## src/rtl/camera_pkg.sv

```systemverilog
// Shared types for the camera capture path.
//   buf_state_t : lifecycle of one frame buffer (FREE -> FILLING -> READY -> HELD)
//   cap_state_t : capture sequencer states
//   LANE_W      : width of one pixel lane inside a write word
//   buf_addr()  : byte base address of frame buffer idx
package camera_pkg;

  localparam int LANE_W = 16;

  typedef enum logic [1:0] {
    FREE,
    FILLING,
    READY,
    HELD
  } buf_state_t;

  typedef enum logic [2:0] {
    WAIT_LOW,
    IDLE,
    CAPTURE,
    DRAIN,
    DROP
  } cap_state_t;

  function automatic logic [31:0] buf_addr(input logic [31:0] base,
                                           input logic [31:0] stride,
                                           input int          idx);
    return base + 32'(idx) * stride;
  endfunction

endpackage

```

## src/rtl/cam_wr_fifo.sv

```systemverilog
// Synchronous show-ahead FIFO carrying {address, data} write words.
// Ports:
//   clk, reset  : clock, asynchronous active-high reset (pointers only)
//   push        : write push_data when not full (a push while full is ignored)
//   push_data   : entry to store
//   pop         : consume the head entry when not empty
//   head        : current head entry, forced to zero while empty
//   full, empty : occupancy flags
module cam_wr_fifo #(
  parameter int WIDTH = 64,
  parameter int DEPTH = 16
) (
  input  logic             clk,
  input  logic             reset,
  input  logic             push,
  input  logic [WIDTH-1:0] push_data,
  input  logic             pop,
  output logic [WIDTH-1:0] head,
  output logic             full,
  output logic             empty
);

  localparam int AW = (DEPTH > 1) ? $clog2(DEPTH) : 1;

  logic [WIDTH-1:0] mem [DEPTH];
  logic [AW:0]      wr_ptr;
  logic [AW:0]      rd_ptr;
  logic             do_push;
  logic             do_pop;

  // Extra pointer bit distinguishes full from empty when the indices match.
  assign empty   = (wr_ptr == rd_ptr);
  assign full    = (wr_ptr[AW] != rd_ptr[AW]) && (wr_ptr[AW-1:0] == rd_ptr[AW-1:0]);
  assign do_push = push & ~full;
  assign do_pop  = pop & ~empty;

  always_ff @(posedge clk or posedge reset) begin
    if (reset) begin
      wr_ptr <= '0;
      rd_ptr <= '0;
    end else begin
      if (do_push) wr_ptr <= wr_ptr + 1'b1;
      if (do_pop)  rd_ptr <= rd_ptr + 1'b1;
    end
  end

  always_ff @(posedge clk) begin
    if (do_push) mem[wr_ptr[AW-1:0]] <= push_data;
  end

  // Storage is not reset, so the head is masked to keep the bus at zero when idle.
  assign head = empty ? '0 : mem[rd_ptr[AW-1:0]];

endmodule

```

## src/rtl/camera_frame_buffer_ctrl.sv

```systemverilog
// Captures a sensor pixel stream into one of NUM_BUF frame buffers and hands
// completed frames to the host.
// Ports:
//   clk, reset                      : clock, asynchronous active-high reset
//   capture_en                      : capture enable, sampled at frame start
//   pix_frame_valid/line_valid/data : sensor stream; a pixel is taken when both valids are high
//   wr_valid/wr_ready/wr_addr/wr_data : write-master stream. A word transfers on a cycle
//                                     with wr_valid & wr_ready; while wr_valid is high and
//                                     wr_ready low, wr_addr/wr_data hold steady.
//   frame_rdy_irq, current_frame    : a HELD buffer exists / its base address
//   read_done                       : one-cycle pulse, host releases the HELD buffer
//   frames_dropped, frames_bad      : saturating event counters
//   dbg_state                       : capture sequencer state
// line_valid is expected to rise at least one cycle after frame_valid rises;
// pixels presented in the frame_valid rising cycle are not captured.
module camera_frame_buffer_ctrl
  import camera_pkg::*;
#(
  parameter int          PIX_W        = 12,
  parameter int          PIX_PER_WORD = 2,
  parameter int          NUM_BUF      = 3,
  parameter logic [31:0] BUF_BASE     = 32'h0000_0000,
  parameter logic [31:0] BUF_STRIDE   = 32'h0010_0000,
  parameter int          FRAME_W      = 640,
  parameter int          FRAME_H      = 480,
  parameter int          FIFO_DEPTH   = 16
) (
  input  logic                           clk,
  input  logic                           reset,
  input  logic                           capture_en,
  input  logic                           pix_frame_valid,
  input  logic                           pix_line_valid,
  input  logic [PIX_W-1:0]               pix_data,
  output logic                           wr_valid,
  input  logic                           wr_ready,
  output logic [31:0]                    wr_addr,
  output logic [LANE_W*PIX_PER_WORD-1:0] wr_data,
  output logic                           frame_rdy_irq,
  output logic [31:0]                    current_frame,
  input  logic                           read_done,
  output logic [15:0]                    frames_dropped,
  output logic [15:0]                    frames_bad,
  output cap_state_t                     dbg_state
);

  localparam int          WORD_W     = LANE_W * PIX_PER_WORD;
  localparam int          IDX_W      = $clog2(NUM_BUF);
  localparam int          LANE_CW    = (PIX_PER_WORD > 1) ? $clog2(PIX_PER_WORD) : 1;
  localparam logic [31:0] WORD_BYTES = 32'(2 * PIX_PER_WORD);

  cap_state_t         state_q, state_d;
  buf_state_t         buf_q   [NUM_BUF];
  buf_state_t         buf_mid [NUM_BUF];
  buf_state_t         buf_d   [NUM_BUF];
  logic               fv_q, la_q;
  logic               fv_rise, fv_fall, la, line_end;
  logic               pix_take, lane_last, push, bad_set, bad_q;
  logic [LANE_CW-1:0] lane_q;
  logic [15:0]        pix_cnt, line_cnt;
  logic [31:0]        addr_q;
  logic [WORD_W-1:0]  pack_q, push_word;
  logic [LANE_W-1:0]  pix_lane;
  logic [IDX_W-1:0]   fill_idx_q, sel_idx, held_idx, ready_idx;
  logic               held_found, ready_found, sel_found, rd_hit;
  logic               start_cap, drop, publish;
  logic               fifo_full, fifo_empty, irq_d;
  logic [31:0]        cur_d;
  logic [31+WORD_W:0] fifo_head;

  assign fv_rise   = pix_frame_valid & ~fv_q;
  assign fv_fall   = ~pix_frame_valid & fv_q;
  assign la        = pix_frame_valid & pix_line_valid;
  assign line_end  = la_q & ~la;
  assign pix_take  = (state_q == CAPTURE) & la;
  assign lane_last = (lane_q == LANE_CW'(PIX_PER_WORD - 1));
  assign push      = pix_take & lane_last;
  assign start_cap = (state_q == IDLE) & fv_rise & capture_en & sel_found;
  assign drop      = (state_q == IDLE) & fv_rise & ~(capture_en & sel_found);
  assign publish   = (state_q == DRAIN) & fifo_empty;
  assign dbg_state = state_q;

  always_comb begin
    pix_lane = '0;
    pix_lane[PIX_W-1:0] = pix_data;
    push_word = pack_q;
    push_word[(PIX_PER_WORD-1)*LANE_W +: LANE_W] = pix_lane;
  end

  // Capture sequencer
  always_ff @(posedge clk or posedge reset) begin
    if (reset) state_q <= WAIT_LOW;
    else       state_q <= state_d;
  end

  always_comb begin
    state_d = state_q;
    case (state_q)
      WAIT_LOW: if (!pix_frame_valid) state_d = IDLE;
      IDLE:     if (fv_rise)          state_d = start_cap ? CAPTURE : DROP;
      CAPTURE:  if (fv_fall)          state_d = DRAIN;
      DRAIN:    if (fifo_empty)       state_d = IDLE;
      DROP:     if (fv_fall)          state_d = IDLE;
      default:                        state_d = WAIT_LOW;
    endcase
  end

  // Frame-size and overflow checks collected into one sticky flag.
  always_comb begin
    bad_set = 1'b0;
    if (state_q == CAPTURE) begin
      if (pix_take && pix_cnt == 16'(FRAME_W))            bad_set = 1'b1;
      if (push && fifo_full)                              bad_set = 1'b1;
      if (line_end && pix_cnt != 16'(FRAME_W))            bad_set = 1'b1;
      if (fv_fall && (line_cnt + 16'(line_end)) != 16'(FRAME_H)) bad_set = 1'b1;
    end
  end

  always_ff @(posedge clk or posedge reset) begin
    if (reset) begin
      fv_q       <= 1'b0;
      la_q       <= 1'b0;
      lane_q     <= '0;
      pix_cnt    <= '0;
      line_cnt   <= '0;
      bad_q      <= 1'b0;
      addr_q     <= '0;
      pack_q     <= '0;
      fill_idx_q <= '0;
    end else begin
      fv_q <= pix_frame_valid;
      la_q <= la;
      if (start_cap) begin
        lane_q     <= '0;
        pix_cnt    <= '0;
        line_cnt   <= '0;
        bad_q      <= 1'b0;
        addr_q     <= buf_addr(BUF_BASE, BUF_STRIDE, int'(sel_idx));
        fill_idx_q <= sel_idx;
      end else begin
        if (bad_set) bad_q <= 1'b1;
        if (pix_take) begin
          pack_q[lane_q*LANE_W +: LANE_W] <= pix_lane;
          if (pix_cnt != 16'(FRAME_W)) pix_cnt <= pix_cnt + 16'd1;
          if (lane_last) begin
            lane_q <= '0;
            addr_q <= addr_q + WORD_BYTES;
          end else begin
            lane_q <= lane_q + 1'b1;
          end
        end
        if (line_end && state_q == CAPTURE) begin
          pix_cnt <= '0;
          if (line_cnt != 16'hFFFF) line_cnt <= line_cnt + 16'd1;
        end
      end
    end
  end

  // Buffer rotation. read_done is applied first, then frame start or publish.
  always_comb begin
    held_found  = 1'b0;
    held_idx    = '0;
    ready_found = 1'b0;
    ready_idx   = '0;
    for (int i = 0; i < NUM_BUF; i++) begin
      if (buf_q[i] == HELD)  begin held_found  = 1'b1; held_idx  = IDX_W'(i); end
      if (buf_q[i] == READY) begin ready_found = 1'b1; ready_idx = IDX_W'(i); end
    end
    rd_hit = read_done & held_found;

    buf_mid = buf_q;
    if (rd_hit) begin
      buf_mid[held_idx] = FREE;
      if (ready_found) buf_mid[ready_idx] = HELD;
    end

    // Lowest FREE buffer wins; otherwise the READY frame is sacrificed.
    sel_found = 1'b0;
    sel_idx   = '0;
    for (int i = NUM_BUF - 1; i >= 0; i--) begin
      if (buf_mid[i] == FREE) begin sel_found = 1'b1; sel_idx = IDX_W'(i); end
    end
    if (!sel_found) begin
      for (int i = 0; i < NUM_BUF; i++) begin
        if (buf_mid[i] == READY) begin sel_found = 1'b1; sel_idx = IDX_W'(i); end
      end
    end

    buf_d = buf_mid;
    if (start_cap) buf_d[sel_idx] = FILLING;
    if (publish) begin
      if (bad_q) begin
        buf_d[fill_idx_q] = FREE;
      end else if (rd_hit) begin
        // Host just released its frame: the newest frame goes straight to HELD
        // and anything older (including a just-promoted READY) is released.
        for (int i = 0; i < NUM_BUF; i++) begin
          if (buf_d[i] == HELD || buf_d[i] == READY) buf_d[i] = FREE;
        end
        buf_d[fill_idx_q] = HELD;
      end else if (held_found) begin
        for (int i = 0; i < NUM_BUF; i++) begin
          if (buf_d[i] == READY) buf_d[i] = FREE;
        end
        buf_d[fill_idx_q] = READY;
      end else begin
        buf_d[fill_idx_q] = HELD;
      end
    end

    irq_d = 1'b0;
    cur_d = current_frame;
    for (int i = 0; i < NUM_BUF; i++) begin
      if (buf_d[i] == HELD) begin
        irq_d = 1'b1;
        cur_d = buf_addr(BUF_BASE, BUF_STRIDE, i);
      end
    end
  end

  always_ff @(posedge clk or posedge reset) begin
    if (reset) begin
      for (int i = 0; i < NUM_BUF; i++) buf_q[i] <= FREE;
      frame_rdy_irq  <= 1'b0;
      current_frame  <= BUF_BASE;
      frames_dropped <= '0;
      frames_bad     <= '0;
    end else begin
      buf_q         <= buf_d;
      frame_rdy_irq <= irq_d;
      current_frame <= cur_d;
      if (drop && frames_dropped != 16'hFFFF)               frames_dropped <= frames_dropped + 16'd1;
      if (publish && bad_q && frames_bad != 16'hFFFF)       frames_bad     <= frames_bad + 16'd1;
    end
  end

  cam_wr_fifo #(
    .WIDTH (32 + WORD_W),
    .DEPTH (FIFO_DEPTH)
  ) u_fifo (
    .clk       (clk),
    .reset     (reset),
    .push      (push),
    .push_data ({addr_q, push_word}),
    .pop       (wr_valid & wr_ready),
    .head      (fifo_head),
    .full      (fifo_full),
    .empty     (fifo_empty)
  );

  assign wr_valid = ~fifo_empty;
  assign wr_addr  = fifo_head[31+WORD_W:WORD_W];
  assign wr_data  = fifo_head[WORD_W-1:0];

endmodule

```

## config.mk

```make
export PLATFORM = sky130hd
export DESIGN_NAME = camera_frame_buffer_ctrl
export DESIGN_NICKNAME = d
export VERILOG_FILES = /design/src/rtl/camera_pkg.sv /design/src/rtl/cam_wr_fifo.sv /design/src/rtl/camera_frame_buffer_ctrl.sv
export SDC_FILE = /design/constraint.sdc
export NUM_CORES = 1
export LEC_CHECK = 0
export BUFFER_PORTS_ARGS = -buffer_cell sky130_fd_sc_hd__buf_4
export CORE_ASPECT_RATIO = 1.75
export CORE_MARGIN = 10
export CORE_UTILIZATION = 35
export DETAILED_ROUTE_END_ITERATION = 12
export PLACE_DENSITY = 0.56
export SLEW_MARGIN = 5
export SYNTH_ARGS = -nofsm -noshare
export SYNTH_HDL_FRONTEND = slang
export SYNTH_SLANG_ARGS = --single-unit
```

## constraint.sdc

```tcl
create_clock -name clk -period 9.6 [get_ports clk]
set_clock_uncertainty 0.2 [all_clocks]
set_input_delay 1.44 -clock clk [delete_from_list [all_inputs] [get_ports clk]]
set_output_delay 1.44 -clock clk [all_outputs]
set_load 0.05 [all_outputs]
```

Word level (Yosys, flattened, before mapping) --
Memories as Yosys holds them, arrays and structs flattened. Index checks and enable logic that the tools add are counted.
Operators by class: $add $sub $neg 10, magnitude comparators 8, equal/unequal tests 36, shift operators 2, multiplexer cells 103, bitwise operators 40, reduce and logical (&&, ||, !) cells 33
Operators by type and width (number):
- two-way mux 32 bit | 6
- two-way mux 16 bit | 7
- two-way mux 2 bit | 40
- adder 16 x 1 -> 16 bit, second input constant | 4
- two-way mux 64 bit | 1
- inequality test 16 bit, second input constant | 3
- two-way mux 6 bit | 7
- equality test 2 bit, second input constant | 18
- negator 5 -> 34 bit | 1
- variable shift 16 x 34 -> 32 bit, first input constant | 1
- variable part select 16 x 34 -> 32 bit | 1
- adder 32 x 3 -> 32 bit, second input constant | 1
- bitwise mux 32 bit | 1
- two-way mux 1 bit | 30
- two-way mux 3 bit | 6
- bitwise OR 6 bit | 3
- adder 16 x 1 -> 16 bit | 1
- AND 1 bit | 16
- demux 2 bit (select 2 bit) | 4
- equality test 16 x 10 -> 1 bit, second input constant | 1
- inequality test 16 x 10 -> 1 bit, second input constant | 1
- inequality test 16 x 9 -> 1 bit, second input constant | 1
- case mux 3 bit (5 select lines) | 1
- logical AND 1 bit | 13
- 25 further kinds | 64
Storage, ports and cells: register bits 186, bits in writable memories 960, output and inout port bits 133, logic and storage cells 252, memories kept 1
Memory list:
- u_fifo.mem | depth 16, width 60, rd ports 1, clocked after Yosys merged registers in 0, write ports 1, RTL line cam_wr_fifo.sv:25 | logic [WIDTH-1:0] mem [DEPTH];

Logic depth before layout (Yosys ltp) --
Gate-level depths: netlist of the first run.
depth in word-level cells 44, depth in mapped cells 11, mapped depth without buffers 10

Hierarchy --
A second synthesis of the first run with hierarchy kept.
Second synthesis, totals: cells, all modules 2343, area total of the unflattened synthesis 45924.0 µm²
Modules (own cells, without submodules):
- cam_wr_fifo | times used 1, cells each 1640, area each 39063.7 µm², seq. area each 30999.7 µm²
- camera_frame_buffer_ctrl | times used 1, cells each 703, area each 6860.3 µm², seq. area each 3103.0 µm²

Least setup slack after synthesis of the first run --
Ideal clock, no wire load.
path type input -> register, from input port pix_line_valid, to memory u_fifo.mem[3][0] (netlist name) (enable), library setup time 532 ps, arrival time 6031 ps, path slack 2837 ps, cell stages on the path 6, path buffers 0, cell sequence nand2_1 > nor2_2 > nand2_1 > a21oi_2 > nand2_1 > nor3_1
On the way: longest elaborated chain between the ends 6
Ends and longest elaborated chain:
- start, declared | RTL line camera_frame_buffer_ctrl.sv:32 | input logic pix_line_valid,
- AND 1 bit | RTL line camera_frame_buffer_ctrl.sv:72 | assign la = pix_frame_valid & pix_line_valid;
- AND 1 bit | RTL line camera_frame_buffer_ctrl.sv:74 | assign pix_take = (state_q == CAPTURE) & la;
- AND 1 bit | RTL line camera_frame_buffer_ctrl.sv:76 | assign push = pix_take & lane_last;
- AND 1 bit | RTL line cam_wr_fifo.sv:34 | assign do_push = push & ~full;
- two-way mux 1 bit | RTL line cam_wr_fifo.sv:48 | if (do_push) mem[wr_ptr[AW-1:0]] <= push_data;
- two-way mux 1 bit (not written as such) | RTL line cam_wr_fifo.sv:48
- end, declared | RTL line cam_wr_fifo.sv:25
Every way passes these cells.

Worst setup path in the final report of the first run --
from register u_fifo.rd_ptr[0], to output port wr_addr[21]
On the way: longest elaborated chain between the ends 2, elaborated cells between the ends (all ways) 3
Ends and longest elaborated chain:
- start, declared | RTL line cam_wr_fifo.sv:27 | logic [AW:0] rd_ptr;
- start signal, assigned | RTL line cam_wr_fifo.sv:43 | if (do_pop) rd_ptr <= rd_ptr + 1'b1;
- memory (16 x 60 bit) or equality test 5 bit (tied branches)
- two-way mux 64 bit * | RTL line cam_wr_fifo.sv:52 | assign head = empty ? '0 : mem[rd_ptr[AW-1:0]];
- end, declared | RTL line camera_frame_buffer_ctrl.sv:36 | output logic [31:0] wr_addr,
Every way passes the cells marked *; elsewhere a longest branch is shown, timed or not.

==> results.yml, run 1 <==
status:
  status: "finished clean"
global_routing:
  track_usage_pct: 14.83
  grt_pass1_vias: 21740
  grt_overflow: 0
  grt_max_degree: 157
  antenna_found_initial: 3
  grt_pass1_wl_um: 143800
clock_network:
  clkTransAtPathRegs_ps: 60
  cts.path.max_buffers: 3
  cts_buffers: 92
  clockRootBuffer: "clkbuf_16"
  cts_tree: "done"
  hold_buffers: 0
  ctsResizeCount: 0
  htreeDepth: 3
  clock_insertion_delay_worst_skew_ps: 680
  clock-sinks: 998
  cts_setup_buffers: 0
placed_design:
  pre_cts_ws_ps: 4337
  place_congestion: 0.7816
  dp_hpwl_um: 53690
  dpl_cell_area_um2: 42830
  port_buffers: 111
route:
  dr.pass1.iters: 5
  postRouteWirelength_um: 96940
  routed-via-count: 20120
  drt_iter0_drc: 1516
  vias_per_cell: 5.300
  routedWlPerCell_um: 25.54
  antenna_left: 0
  drc_errors: 0
critical_path:
  crit_required_ps: 7960
  crit_path_max_fanout: 48
  crit_type: "reg2out"
  slowest_delay_ps: 970
  endpoint_kind: "output port"
  crit_slowest_cell: "dfrtp_4"
  path_cells: "buf_4 > mux4_2 > mux4_2 > and2_1 > buf_4"
  path_buf_inv: 2
  cp.depth: 5
  start_kind: "register"
  crit_family: "multiplexers"
  worstRegToRegCells: 6
  critPathArrivalTime_ps: 4200
sta:
  hold_violations: 0
  tightest_slew_ps: 1067
  grt_setup_unrepaired: "false"
  drv_slew: 0
  layout_min_cycle_time_ps: 5842
  setup_slack_ps: 3759
  maxSlewHeadroom_pct: 28.89
  setup_tns_ps: 0
  period_share_pct: 60.85
  finalSetupViolations: 0
  fmax_mhz: 171.2
pwr:
  pwr_density_cell_nw_per_um2: 277.8
  vdd_drop_max_uv: 201.9
  p_total_mw: 12.72
  leakage_nw: 15.40
floorplan:
  start_util_pct: 35.28
  rows: 164
  die_y_um: 469.0
  die-area_um2: 129700
  die_x_um: 276.6
  core_um2: 114300
  io_pins: 152
final_layout:
  fill_cells: 10100
  multi_input_area_um2: 10420
  final_nets: 2258
  drive_gt1_share_pct: 25.94
  fin_area_um2: 45780
  seqCellArea_um2: 29310
  area_growth_pct: 13.52
synth:
  synth_cell_type_count: 76
  async_flop_share_pct: 13.43
  synth_edf_count: 864
  ys_seq_area_share_pct: 72.65
  netlist_area_um2: 40330
  yosysWarnings: 0
  synthFlopType: "edfxtp_1"
  avgSynthCellArea_um2: 19.36
  synthCells: 2083
  synth-seq-cells: 998
min_path:
  hold_path_depth: 1
  hold_class: "reg2reg"
run:
  cap_violations: 0
==> where the power goes <==
part | internal [mW] | switching [mW]
Combinational | 1.58 | 2.19
Sequential | 4.91 | 0.410
Clock | 2.03 | 1.59
Total | 8.52 | 4.20
==> cells by family after synthesis <==
logic type      count (synthesis)  share of synthesized area [%]
flops                         998                          72.65
simple gates                  413                          5.358
mux                           286                          15.53
buf+inv                       171                          2.141
compound gates                102                          1.731
xor+xnor                       96                          2.085
fa+ha+maj                      16                         0.4964
other cells                     1                       0.009299
==> cells in the final DEF (no fill, tap or decap), types with 11 or more instances in the layout <==
| cell type | synthesis | layout |
|---|---|---|
| edfxtp_1 | 864 | 864 |
| mux4_2 | 270 | 270 |
| buf_4 | 40 | 144 |
| dfrtp_1 | 134 | 130 |
| nor2_1 | 109 | 98 |
| clkbuf_16 | 0 | 94 |
| xnor2_1 | 63 | 63 |
| and2_1 | 61 | 61 |
| nand2_1 | 54 | 53 |
| nand3_1 | 49 | 49 |
| conb_1 | 1 | 40 |
| nand4_1 | 34 | 34 |
| xor2_1 | 33 | 33 |
| inv_1 | 33 | 31 |
| a21oi_1 | 29 | 29 |
| clkbuf_1 | 56 | 28 |
| nor3_1 | 28 | 24 |
| o21ai_0 | 20 | 20 |
| and3_1 | 17 | 17 |
| clkinv_1 | 0 | 17 |
| mux2_2 | 16 | 16 |
| ha_1 | 16 | 16 |
| and4_1 | 11 | 11 |
| or3_1 | 11 | 11 |
| nor2_4 | 0 | 11 |
==> worst register-to-register path: stages (launching register included) <==
cell     delay, ps
dfrtp_4       1110
xnor2_1        190
and4_1         390
a21oi_2        440
nand2_1        340
nor2_4         810
buf_4          700
==> cell type report <==
class | instances | area share (%)
antenna | 3 | 0.01640
clock buffer | 127 | 5.518
clock inverter | 42 | 0.8965
inverter | 33 | 0.2842
multi-input combinational | 953 | 22.76
sequential | 998 | 64.03
tap | 1494 | 4.083
timing repair buffer | 145 | 2.405
==> path summary, 6_finish.rpt <==
kind                                                 from                             end  slack, ps
setup / recovery             u_fifo.rd_ptr[0]$_DFFE_PP0P_                     wr_addr[21]       3760
hold / removal             frames_dropped[10]$_DFFE_PP0P_  frames_dropped[10]$_DFFE_PP0P_        300
setup reg to reg             u_fifo.rd_ptr[1]$_DFFE_PP0P_     u_fifo.mem[9][32]$_DFFE_PP_       5000
hold reg to reg            frames_dropped[10]$_DFFE_PP0P_  frames_dropped[10]$_DFFE_PP0P_        300
max in group asynchronous                           reset              buf_q[0]$_DFF_PP0_       6990
min in group asynchronous                           reset       frames_bad[6]$_DFFE_PP0P_        570
==> state kept, by name, indices dropped and copies added, names as in the netlist <==
| register | flops |
|---|---|
| u_fifo.mem | 864 |
| addr_q | 30 |
| frames_bad | 16 |
| frames_dropped | 16 |
| line_cnt | 16 |
| pix_cnt | 16 |
| pack_q | 12 |
| buf_q | 6 |
| u_fifo.rd_ptr | 5 |
| u_fifo.wr_ptr | 5 |
| dbg_state | 3 |
| current_frame | 2 |
| fill_idx_q | 2 |
| bad_q | 1 |
| frame_rdy_irq | 1 |
| fv_q | 1 |
| la_q | 1 |
| lane_last | 1 |
==> cell usage after synthesis, drive strengths merged (16+ instances only) <==
library cell	count	area (µm²)
edfxtp	864	25940
buf	78	475.5
nand3	49	245.2
clkbuf	59	251.5
inv	33	123.9
dfrtp	134	3353
and2	62	389.1
mux4	270	6081
nand4	34	212.7
xnor2	63	551.8
mux2	16	180.2
and3	18	113.9
nand2	54	202.7
ha	16	200.2
xor2	33	289.0
o21ai	22	110.1
a21oi	30	153.9
nor2	110	415.4
nor3	29	150.1
==> per-layer routing <==
layer | routed length (µm) | share of wire [%] | global-route usage, % | up-vias
li1 | - | - | - | 8569
met5 | 13 | 0.013 | 0 | -
met4 | 2227 | 2.3 | 4.946 | 2
met2 | 53370 | 55 | 27.90 | 552
met1 | 37560 | 39 | 16.99 | 10870
met3 | 3774 | 3.9 | 2.152 | 126
==> metrics by stage <==
step                hold WS (ps)  std cells  util, %
detailed placement         292.9       3623    37.48
global route               326.0       3793    40.05
floorplan                  300.7       2122        -
global placement           285.0       3623    37.48
CTS                        304.7       3792    40.05
finish                     303.2       3795    40.05
Power figures use the tool's default switching activity.
==> run 2, diff against run 1 <==
- clock period: 9.6 -> 5.9 ns (I/O delays scaled with it)
==> results.yml, run 2 (synthesis gave the netlist of run 1 again) <==
critical_path:
  endpoint_kind: "output port"
  crit_type: "reg2out"
  critPathArrivalTime_ps: 3710
  crit_path_max_fanout: 89
  worstReg2RegStart: "dbg_state[1]$_DFFE_PP0P_"
  worstRegToRegCells: 8
  r2r_setup_slack_ps: 1940
  crit_required_ps: 4820
  start_kind: "register"
  rr_endpoint: "u_fifo.mem[15][20]$_DFFE_PP_"
  startpoint: "u_fifo.rd_ptr[0]$_DFFE_PP0P_"
sta:
  period_share_pct: 81.19
  setup_slack_ps: 1110
  maxSlewHeadroom_pct: 17.59
  tightest_slew_ps: 1228
  whs_ps: 139.8
  drv_slew: 0
  fmax_mhz: 208.8
  setup_tns_ps: 0
  finalSetupViolations: 0
  hold_violations: 0
  grt_setup_unrepaired: "false"
  layout_min_cycle_time_ps: 4790
final_layout:
  layout_common_cells: "edfxtp_1 (864), mux4_2 (270), buf_4 (150)"
  final_cells: 3814
  final_nets: 2272
  largest_reg_flops: 864
  fin_area_um2: 46220
  drive_gt1_share_pct: 27.03
  final_common_cell: "edfxtp_1"
  area_growth_pct: 14.60
  final_util_pct: 40.44
clock_network:
  htreeDepth: 3
  clock-sinks: 998
  cts_buffers: 93
  clock_insertion_delay_worst_skew_ps: 690
  hold_buffers: 0
  cts_setup_buffers: 0
  cts_tree: "done"
  clkTransAtPathRegs_ps: 60
  clockRootBuffer: "clkbuf_16"
  ctsResizeCount: 0
  cts.path.max_buffers: 3
global_routing:
  grt_pass1_wl_um: 146100
  track_usage_pct: 15.00
  grt_pass1_vias: 22300
  antenna_found_initial: 4
  grt_overflow: 0
  grt_max_degree: 119
placed_design:
  port_buffers: 111
  dp_hpwl_um: 55080
  dpl_cell_area_um2: 43050
  dpl.cell_count: 3636
  place_congestion: 0.7641
  pre_cts_ws_ps: 1736
floorplan:
  start_util_pct: 35.28
  die_x_um: 276.6
  core_um2: 114300
  die_y_um: 469.0
  rows: 164
  io_pins: 152
  die-area_um2: 129700
min_path:
  hold_path_depth: 1
  min_to: "fv_q$_DFF_PP0_"
  hold_class: "in2reg"
  hp-start: "pix_frame_valid"
route:
  postRouteWirelength_um: 97750
  routedWlPerCell_um: 25.63
  vias_per_cell: 5.271
  dr.pass1.iters: 5
  drc_errors: 0
  drt_iter0_drc: 1711
  antenna_left: 0
  routed-via-count: 20110
status:
  status: "finished clean"
pwr:
  vdd_drop_max_uv: 484.5
  p_total_mw: 21.03
  pwr_density_cell_nw_per_um2: 455.0
  leakage_nw: 15.59
run:
  cap_violations: 0
-- run 2: changes by cell type in the layout (fill, tap and decap cells not counted), sizes merged --
cell | before | now
clkinvlp | 3 | 6
inv | 35 | 39
bufinv | 7 | 13
clkbuf | 127 | 114
clkinv | 30 | 35
diode | 3 | 4
buf | 145 | 158
-- run 2: cell type report --
class	count	area, µm²
fillers	10140	68080
flip-flops and latches	998	29310
multi-input cells	953	10450
clock buffers	114	2459
well taps	1494	1869
repair buffers	158	1286
clock inverters	60	701.9
inverters	33	130.1
diodes	4	10.01
-- run 2: worst max-delay path, cell delays in order, from the launching register on --
cell and delay (ps):
dfrtp_4 720, buf_12 610, mux4_2 590, mux4_2 590
and2_1 210, buf_4 190
-- run 2: report_power, final --
| part | internal (mW) | leakage, nW | switching, mW |
|---|---|---|---|
| clock network | 3.57 | 1.54 | 2.68 |
| logic | 2.60 | 4.11 | 3.72 |
| registers | 7.98 | 9.95 | 0.486 |
| total | 14.1 | 15.6 | 6.88 |
-- run 2: how the worst max path moves through the flow --
stage                                  end  cells past startpoint
2_1_floorplan  u_fifo.mem[11][0]$_DFFE_PP_                      7
3_3_place_gp                   wr_addr[29]                      5
3_5_place_dp                   wr_addr[29]                      5
4_1_cts                        wr_addr[29]                      5
5_1_grt                        wr_addr[29]                      5
6_report                       wr_addr[29]                      5
-- run 2: metal layers --
metal  GRT usage [%]  part of all wire [%]  wire (µm)  up-vias
li1                -                     -          -     8606
met1           17.78                    39      38340    10750
met2           27.55                    54      52550      602
met3           2.330                   4.6       4541      147
met4           4.747                   2.3       2293        2
met5               0                 0.020         20        -
==> run 3, diff against run 2 <==
- clock period: 5.9 -> 4.8 ns (I/O delays scaled with it)
==> results.yml, run 3 (synthesis gave the netlist of run 1 again) <==
clock_network:
  hold_buffers: 2
  cts_buffers: 94
  cts.path.max_buffers: 3
  clockRootBuffer: "clkbuf_16"
  cts_tree: "done"
  ctsResizeCount: 0
  clkTransAtPathRegs_ps: 70
  clock-sinks: 998
  htreeDepth: 3
  clock_insertion_delay_worst_skew_ps: 700
  cts_setup_buffers: 0
route:
  routedWlPerCell_um: 25.54
  drc_errors: 0
  dr.pass1.iters: 5
  postRouteWirelength_um: 97440
  top_layer_used: "met5"
  wl_met2_um: 52640
  wl_met3_um: 4497
  wl_met1_um: 38510
  drt_iter0_drc: 1790
  antenna_left: 0
  vias_per_cell: 5.270
  routed-via-count: 20110
critical_path:
  crit_slowest_cell: "buf_4"
  slowest_delay_ps: 630
  critPathArrivalTime_ps: 3570
  start_kind: "register"
  path_cells: "buf_12 > buf_4 > mux4_2 > mux4_2 > and2_1 > buf_4"
  crit_path_max_fanout: 83
  startpoint: "u_fifo.rd_ptr[1]$_DFFE_PP0P_"
  endpoint_kind: "output port"
  path_buf_inv: 3
  crit_type: "reg2out"
  crit_required_ps: 3880
  crit_family: "buffers and inverters"
  worstReg2RegStart: "dbg_state[1]$_DFFE_PP0P_"
sta:
  maxSlewHeadroom_pct: 39.62
  drv_slew: 0
  tightest_slew_ps: 905.7
  whs_ps: 137.2
  grt_setup_unrepaired: "false"
  hold_violations: 0
  period_share_pct: 93.59
  setup_slack_ps: 307.9
  fmax_mhz: 222.6
  setup_tns_ps: 0
  layout_min_cycle_time_ps: 4492
  finalSetupViolations: 0
pwr:
  pwr_density_cell_nw_per_um2: 554.9
  p_total_mw: 25.72
  leakage_nw: 15.61
  vdd_drop_max_uv: 557.1
final_layout:
  largest_reg_flops: 864
  layout_common_cells: "edfxtp_1 (864), mux4_2 (270), buf_4 (137)"
  area_growth_pct: 14.93
  final_nets: 2276
  final_util_pct: 40.55
  final_common_cell: "edfxtp_1"
  drive_gt1_share_pct: 26.97
  final_cells: 3816
  fin_area_um2: 46350
min_path:
  hp-start: "pix_data[7]"
  hold_class: "in2reg"
floorplan:
  die-area_um2: 129700
  start_util_pct: 35.28
  rows: 164
  io_pins: 152
  core_um2: 114300
  die_y_um: 469.0
  die_x_um: 276.6
global_routing:
  grt_overflow: 0
  track_usage_pct: 14.97
  grt_max_degree: 89
  grt_pass1_wl_um: 145800
  grt_pass1_vias: 22050
  antenna_found_initial: 3
placed_design:
  dpl_cell_area_um2: 43230
  dp_hpwl_um: 54820
  pre_cts_ws_ps: 993.3
  port_buffers: 111
  dpl.cell_count: 3637
  place_congestion: 0.8143
status:
  status: "finished clean"
run:
  cap_violations: 0
## run 3: area by class of cell
class	instances	area, µm²
inverter	33	130.1
tap	1494	1869
sequential	998	29310
timing repair buffer	161	1489
clock buffer	111	2437
antenna	1	2.502
fill	10080	67950
clock inverter	65	654.4
multi-input combinational	953	10450
## run 3: power breakdown
part           internal, mW  leakage, nW  total (mW)  switching [mW]
Combinational          3.23         4.17        7.82            4.59
Sequential             9.82         9.95        10.4           0.592
Clock                  4.16         1.49        7.49            3.33
Total                  17.2         15.6        25.7            8.51
## run 3: metal layers
| metal | vias to the layer above | track usage, % |
|---|---|---|
| met5 | - | 0 |
| met4 | 2 | 4.398 |
| met3 | 119 | 2.533 |
| met2 | 527 | 27.39 |
| met1 | 10860 | 17.83 |
| li1 | 8606 | - |
## run 3: worst reg2reg max path, cell delays in order, from the launching register on
cell and delay [ps]:
dfrtp_1 530, or3b_2 520, nor2_2 370, nand2_1 240, a21oi_2 370, nand2_1 350
nor3_4 220, buf_4 620
## run 3: worst paths after layout
| check | endpoint | slack [ps] | cells past startpoint |
|---|---|---|---|
| max | wr_addr[3] | 310 | 6 |
| min | u_fifo.mem[7][23]$_DFFE_PP_ | 140 | 1 |
| max reg2reg | u_fifo.mem[1][40]$_DFFE_PP_ | 940 | 7 |
| min reg2reg | frames_dropped[10]$_DFFE_PP0P_ | 290 | 1 |
| max in group asynchronous | dbg_state[0]$_DFFE_PP0P_ | 2900 | 4 |
| min in group asynchronous | addr_q[7]$_DFFE_PP0P_ | 540 | 3 |
